**src/rtl/cv32e40p_pkg.sv**
```systemverilog
// cv32e40p_pkg: shared types and constants for the instruction prefetch path.
package cv32e40p_pkg;
  typedef enum logic {IDLE, BRANCH_WAIT} fetch_fsm_e;
  localparam int FETCH_WORD_BYTES = 4;
endpackage

```
**src/rtl/cv32e40p_fetch_fifo_filler.sv**
```systemverilog
// cv32e40p_fetch_fifo_filler: issues prefetch requests, tracks outstanding fetches and drops stale responses.
// Define CV32E40P_FETCH_ERR_STOP_EN to stop fetching after a bus error response until the next branch.
module cv32e40p_fetch_fifo_filler
  import cv32e40p_pkg::*;
#(
  parameter int DEPTH = 2,
  parameter int CNT_W = (DEPTH > 1) ? $clog2(DEPTH) + 1 : 2
) (
  input  logic             clk_i,
  input  logic             rst_ni,
  input  logic             fetch_enable_i,
  input  logic             branch_i,
  input  logic [31:0]      branch_addr_i,
  output logic             trans_valid_o,
  input  logic             trans_ready_i,
  output logic [31:0]      trans_addr_o,
  input  logic             resp_valid_i,
  input  logic [31:0]      resp_rdata_i,
  input  logic             resp_err_i,
  input  logic [CNT_W-1:0] fifo_cnt_i,
  output logic             fifo_push_o,
  output logic [31:0]      fifo_wdata_o,
  output logic             fifo_flush_o,
  output logic             busy_o
);
  localparam logic [CNT_W:0] DEPTH_X = (CNT_W + 1)'(DEPTH);
  localparam logic [31:0] STEP = 32'(FETCH_WORD_BYTES);
  fetch_fsm_e state_q, state_n;
  logic [31:0] addr_q, addr_n, stale_addr_q, target;
  logic [CNT_W-1:0] outstanding_q, outstanding_n, flush_cnt_q, flush_cnt_n;
  logic [CNT_W:0] live;
  logic pending_q, grant, stale_grant, err_stop, issue_ok;
`ifdef CV32E40P_FETCH_ERR_STOP_EN
  logic err_q;
  always_ff @(posedge clk_i or negedge rst_ni) begin
    if (!rst_ni) err_q <= 1'b0;
    else if (branch_i) err_q <= 1'b0;
    else if (fifo_push_o && resp_err_i) err_q <= 1'b1;
  end
  assign err_stop = err_q & ~branch_i;
`else
  assign err_stop = resp_err_i & 1'b0;
`endif
  // A grant is stale when it completes a request presented before the latest branch.
  always_comb begin
    target = branch_addr_i & ~(STEP - 32'd1);
    live = {1'b0, outstanding_q - flush_cnt_q} + {1'b0, fifo_cnt_i};
    issue_ok = fetch_enable_i & ~err_stop & ({1'b0, outstanding_q} < DEPTH_X) & (live < DEPTH_X);
    trans_valid_o = pending_q | ((state_q == IDLE) & issue_ok);
    trans_addr_o = (state_q == BRANCH_WAIT) ? stale_addr_q : (branch_i & ~pending_q) ? target : addr_q;
    grant = trans_valid_o & trans_ready_i;
    stale_grant = grant & ((state_q == BRANCH_WAIT) | (branch_i & pending_q));
    outstanding_n = outstanding_q + CNT_W'(grant) - CNT_W'(resp_valid_i);
    flush_cnt_n = branch_i ? outstanding_n - CNT_W'(grant & ~stale_grant)
                           : flush_cnt_q - CNT_W'(resp_valid_i && flush_cnt_q != '0) + CNT_W'(stale_grant);
    addr_n = (grant & ~stale_grant) ? trans_addr_o + STEP : branch_i ? target : addr_q;
    state_n = (state_q == IDLE) ? ((branch_i & pending_q & ~trans_ready_i) ? BRANCH_WAIT : IDLE)
                                : (grant ? IDLE : BRANCH_WAIT);
    fifo_push_o = resp_valid_i & (flush_cnt_q == '0) & ~branch_i;
  end
  assign fifo_wdata_o = resp_rdata_i;
  assign fifo_flush_o = branch_i;
  assign busy_o = outstanding_q != '0;
  always_ff @(posedge clk_i or negedge rst_ni) begin
    if (!rst_ni) begin
      state_q <= IDLE;
      addr_q <= '0;
      stale_addr_q <= '0;
      outstanding_q <= '0;
      flush_cnt_q <= '0;
      pending_q <= 1'b0;
    end else begin
      state_q <= state_n;
      addr_q <= addr_n;
      outstanding_q <= outstanding_n;
      flush_cnt_q <= flush_cnt_n;
      pending_q <= trans_valid_o & ~trans_ready_i;
      if (state_q == IDLE) stale_addr_q <= addr_q;
    end
  end
endmodule

```
**config.mk**
```make
export PLATFORM = sky130hd
export DESIGN_NAME = cv32e40p_fetch_fifo_filler
export DESIGN_NICKNAME = d
export VERILOG_FILES = /design/src/rtl/cv32e40p_pkg.sv /design/src/rtl/cv32e40p_fetch_fifo_filler.sv
export SDC_FILE = /design/constraint.sdc
export NUM_CORES = 1
export LEC_CHECK = 0
export CORE_UTILIZATION = 30
export DETAILED_ROUTE_END_ITERATION = 16
export GPL_TIMING_DRIVEN = 0
export SLEW_MARGIN = 25
export SYNTH_ARGS = -nofsm -noshare
export SYNTH_HDL_FRONTEND = slang
export SYNTH_SLANG_ARGS = --single-unit
```
**constraint.sdc**
```tcl
create_clock -name clk_i -period 5.7 [get_ports clk_i]
set_clock_uncertainty 0.15 [all_clocks]
set_input_delay 0.57 -clock clk_i [delete_from_list [all_inputs] [get_ports clk_i]]
set_output_delay 0.57 -clock clk_i [all_outputs]
set_load 0.02 [all_outputs]
```
# Yosys cells after proc, flatten, opt, wreduce, memory -nomap -nowiden
# Cells that the tools add are included.
op_classes:
  mux: 8
  n_bitwise: 21
  div_mod_pow: 0
  add_sub_neg: 8
  n_reduce_logical: 5
  n_mul: 0
  n_shift: 0
  order_cmp: 2
  n_eq_ne: 0
ops:
  columns: ["operator", "n"]
  rows:
  - ["$mux 32", 4]
  - ["$add 32x3->32 const B", 1]
  - ["$and 1x1->1", 12]
  - ["$reduce_bool 2->1", 3]
  - ["$not 1->1", 5]
  - ["$add 2x1->2", 2]
  - ["$sub 2x1->2", 2]
  - ["$sub 2x2->2", 2]
  - ["$add 2x2->3", 1]
  - ["$lt 3x2->1 const B", 1]
  - ["$mux 1", 3]
  - ["$and 1x2->2", 1]
  - ["$logic_not 2->1", 1]
  - ["$lt 2x2->1 const B", 1]
  - ["$mux 2", 1]
  - ["$not 1->2", 1]
  - ["$or 1x1->1", 2]
  - ["$logic_and 1x1->1", 1]
totals:
  out_inout_bits: 68
  ramBits: 0
  regBits: 70
  inputBits: 73
  n_memories: 0
  wordCells: 50
  rom_bits: 0
  latch_bits: 0

# Longest topological paths before layout
depth:
  depth_word: 12
  mapped_depth: 14
  depth_no_buf: 14

# Worst setup path before layout
# Ideal clock, no wire load.
synth_path:
  path_kind: "register -> register"
  start: "register flush_cnt_q[0]"
  end: "register flush_cnt_q[1]"
  setup_time_ns: 0.138
  t_required_ns: 5.412
  n_path_buf: 1
  synth_period_minus_slack_ns: 3.388
  path_slack_ns: 2.312
  path_stages_with_launch: 13
  arrival_ns: 3.101
  path_cell_list: "dfrtp_1 ha_1 xor2_1 xnor2_1 fa_1 a41o_1 nand3_1 inv_2 buf_1 ha_1 xnor3_1 nand2_1 o21ai_0"
synth_via:
  elab_chain_len: 12
  elab_cells_between_ends: 18
  classes_between: "7 x add/sub; 1 x order compare; 1 x mux; 7 x bitwise; 2 x reduce/logical"
synth_lines:
  columns: ["element", "line_no", "text"]
  rows:
  - ["from (decl)", "cv32e40p_fetch_fifo_filler.sv:30", "logic [CNT_W-1:0] outstanding_q, outstanding_n, flush_cnt_q, flush_cnt_n;"]
  - ["from (signal assigned)", "cv32e40p_fetch_fifo_filler.sv:76", "flush_cnt_q <= flush_cnt_n;"]
  - ["$sub 2x2->2 *", "cv32e40p_fetch_fifo_filler.sv:47", "live = {1'b0, outstanding_q - flush_cnt_q} + {1'b0, fifo_cnt_i};"]
  - ["$add 2x2->3 *", "cv32e40p_fetch_fifo_filler.sv:47", null]
  - ["$lt 3x2->1 *", "cv32e40p_fetch_fifo_filler.sv:48", "issue_ok = fetch_enable_i & ~err_stop & ({1'b0, outstanding_q} < DEPTH_X) & (live < DEPTH_X);"]
  - ["$and 1x1->1 *", "cv32e40p_fetch_fifo_filler.sv:48", null]
  - ["$and 1x1->1 *", "cv32e40p_fetch_fifo_filler.sv:49", "trans_valid_o = pending_q | ((state_q == IDLE) & issue_ok);"]
  - ["$or 1x1->1 *", "cv32e40p_fetch_fifo_filler.sv:49", null]
  - ["via trans_valid_o", "cv32e40p_fetch_fifo_filler.sv:14", "output logic trans_valid_o,"]
  - ["$and 1x1->1 *", "cv32e40p_fetch_fifo_filler.sv:51", "grant = trans_valid_o & trans_ready_i;"]
  - ["branches (longest 4 deep; another with $add 2x1->2)", null, null]
  - ["$mux 2 *", "cv32e40p_fetch_fifo_filler.sv:54", "flush_cnt_n = branch_i ? outstanding_n - CNT_W'(grant & ~stale_grant)"]
  - ["via flush_cnt_n[1]", "cv32e40p_fetch_fifo_filler.sv:30", null]
# Mark *: on every way through the listed nets, which the timed path passes.
# A chain may end at the register's enable or synchronous reset.

# Final worst setup path
layout_path:
  start: "input port branch_i"
  end: "output port fifo_push_o"
layout_via:
  elab_chain_len: 2
layout_lines:
  columns: ["element", "line_no", "text"]
  rows:
  - ["from (decl)", "cv32e40p_fetch_fifo_filler.sv:12", "input logic branch_i,"]
  - ["$not 1->1", "cv32e40p_fetch_fifo_filler.sv:59", "fifo_push_o = resp_valid_i & (flush_cnt_q == '0) & ~branch_i;"]
  - ["$and 1x1->1", "cv32e40p_fetch_fifo_filler.sv:59", null]
  - ["to (decl)", "cv32e40p_fetch_fifo_filler.sv:21", "output logic fifo_push_o,"]
# No other way between the ends.

==> summary.txt <==
Status
  – Status: finished clean

Synthesis
  – Synth area leaders: dfrtp_1 (35%), buf_4 (6.0%), xnor2_1 (4.7%)
  – Post-synth top cells: dfrtp_1 (70), nand2_1 (42), buf_4 (40), nor2b_1 (33), xnor2_1 (27)
  – Synthesis Warnings: 0
  – Top cell type's share of synthesized area: 35.1%
  – Fraction of registers with async set/reset: 100%
  – Mapped Nets: 585
  – Top-count cell post-synth: dfrtp_1
  – Post-Syn Area per Cell: 9.89 um^2
  – Largest area contributor in the netlist: dfrtp_1
  – Syn Inst Count: 505
  – Synth cell types: 60
  – Top FF cell, synth: dfrtp_1
  – Mapped Area: 4990 um^2
  – Post-synth EDFFs: 0
  – Seq/Total Area, Yosys: 35.1%
  – #FFs+latches synth: 70

Final layout
  – # nets final: 702
  – Layout area overhead: 33.7%
  – # diodes: 0
  – Fill count: 1557
  – Non-Filler Instances: 843
  – Finished Cell Area: 6680 um^2
  – Layout cells sized above 1: 19.8%
  – Multi-input gate area: 2690 um^2
  – Register area: 1750 um^2

CTS
  – Clock Sinks: 70
  – CTS H-tree depth: 3
  – Cts-stage hold buffer count: 0
  – CTS tree: yes
  – Max Buffers Root-to-Sink: 2
  – CTS Buf Count: 9
  – Root Driver: clkbuf_16
  – Worst skew pair latency: 350 ps
  – Clock transition at path regs: 60 ps
  – Post CTS Setup Buffer Count: 0
  – Post_cts resized: 0

Pwr
  – Combinational Power Share: 58.9%
  – Seq pwr share: 23.3%
  – Pwr/cell area: 547 nW/um^2
  – Maximum VDD drop: 208 uV
  – Clock share of power: 17.9%
  – Switching share of power: 42.9%
  – Internal power: 0.00209 W
  – Static leakage: 2.85 nW
  – Switching power: 0.00157 W

Placed design
  – Post-DP HPWL: 11.1 mm
  – RD Place Congestion: 0.819
  – Cell Area, Placed: 6340 um^2
  – I/O Buffers: 105
  – Placed cells: 827

Die
  – Core ar.: 16100 um^2
  – I/O Pins: 141
  – Initial core utilization: 31.1%
  – Row count: 46
  – Die width: 131 um
  – Die Area: 17200 um^2
  – Die height: 131 um

Drt
  – DRT Pass-1 Iters: 4
  – Detail Route Antenna Nets: 0
  – Drt drc: 0
  – Vias/cell: 5.08
  – DRT iter0 DRCs: 230
  – Drt total wl: 15.4 mm
  – Routed length per instance: 18.2 um
  – Via total after detailed routing: 4286

Timing
  – Final setup violation count: 0
  – Final worst path period need: 4730 ps
  – Slew HR: 48.8%
  – Final hold violations: 0
  – Slew @ Worst Pin: 767 ps
  – Final Slew Violations: 0
  – RSZ-0062 raised after global routing: false
  – Fmax: 211 MHz
  – Period utilization: 83.0%
  – Total negative slack: 0 ps

Worst setup path
  – Flop2flop setup slack: 1860 ps
  – Arr. time, crit path: 4010 ps
  – Reg2reg path depth: 12
  – CP endpoint kind: output pin
  – Reg-to-reg endpoint: flush_cnt_q[1]$_DFF_PN0_
  – Crit start category: input pin
  – R2R Path Start: flush_cnt_q[0]$_DFF_PN0_
  – Critical path fanouts, max: 10
  – Required @ worst endpoint: 4980 ps
  – Crit Path Category: input pin to output pin

Global routing
  – GRT Util Overall: 18.7%
  – Largest net degree at the start of global routing: 43
  – Initial antenna violation count: 0
  – Total global routing overflow: 0
  – First-pass GRT wire length: 23.7 mm
  – Vias in the first global route: 4418

Min path
  – Hold Crit Class: input pin to asynchronous set/reset pin

Run
  – Max-Cap Viols: 0
cells in the final DEF (no fill, tap or decap), drive strengths merged, types with 3 or more instances in the layout:
cell type and instances:
nand4 5, clkdlybuf4s50 104, clkinv 4, mux2 8, nor4 11, o21ai 28, xnor2 27, xor2 7
clkbuf 19, inv 23, bufinv 3, buf 62, nor3 3, nor4b 10, ha 6, nand2 42
dfrtp 70, mux2i 17, a21oi 23, nand3 11, a221o 11, and4bb 9, nand2b 8, a211oi 15
o211a 5, nor4bb 6, nor2 11, o211ai 3, a21o 14, a221oi 9, nor2b 33
worst max-delay path, cell delays in order:
cell and delay (ps):
clkdlybuf4s50_1 840, buf_2 330, clkbuf_1 460, clkbuf_1 650, clkbuf_1 480, nor4b_1 120, clkdlybuf4s50_1 560
kinds of logic (layout without fill, tap and decap cells):
kind of cell    after synthesis  count (layout)  synth area share (%)
simple gates                164             164                  23.2
compound gates              110             110                  17.1
buf+inv                      94             216                  11.1
flops                        70              70                  35.1
xor+xnor                     35              35                  6.41
mux                          25              25                  5.21
fa+ha+maj                     7               7                  1.90
per-layer routing:
metal / wire length [um] / share of wire, % / track usage [%] / vias up
met5: 0 / 0 / 0 / -
met4: 268 / 1.7 / 6.22 / 0
met3: 943 / 6.1 / 5.09 / 17
met2: 7430 / 48 / 31.6 / 151
met1: 6730 / 44 / 22.9 / 2116
li1: - / - / - / 2002
through the flow:
step	total power [W]	hold WS (ps)	utilization, %	setup WS (ps)
global placement	0.00295	296	39.3	944
floorplan	0.00227	124	-	2310
detailed placement	0.00300	307	39.5	932
CTS	0.00367	28.0	41.6	945
finish	0.00365	15.9	41.6	970
global route	0.00388	41.7	41.6	781
state kept, by name (all words and copies together), names as in the netlist:
| name | count |
|---|---|
| outstanding_q | 2 |
| addr_q | 32 |
| flush_cnt_q | 2 |
| state_q | 1 |
| pending_q | 1 |
| stale_addr_q | 32 |
layout make-up:
type | instances | area share, %
flip-flops and latches | 70 | 26.2
well taps | 216 | 4.05
clock buffers | 9 | 3.37
clock inverters | 7 | 1.69
repair buffers | 106 | 16.1
inverters | 24 | 1.35
multi-input cells | 341 | 40.2
plain buffers | 70 | 6.95
worst max-delay path by stage:
stage                             startpoint                       end  slack, ps  cells after the start
finish                              branch_i               fifo_push_o        970                      7
floorplan           flush_cnt_q[0]$_DFF_PN0_  flush_cnt_q[1]$_DFF_PN0_       2310                     12
detailed placement                  branch_i  flush_cnt_q[1]$_DFF_PN0_        930                     12
CTS                                 branch_i               fifo_push_o        940                      7
global route                        branch_i               fifo_push_o        780                      7
global placement                    branch_i               fifo_push_o        940                      7
power by group through the flow:
stage | combinational, W | clock (W) | sequential [W]
after floorplan | 0.00145 | 0 | 0.000818
after global routing | 0.00233 | 0.000680 | 0.000871
final | 0.00215 | 0.000652 | 0.000850
after CTS | 0.00216 | 0.000662 | 0.000847
after global placement | 0.00211 | 0 | 0.000841
after detailed placement | 0.00215 | 0 | 0.000853
Power figures use the tool's default switching activity.
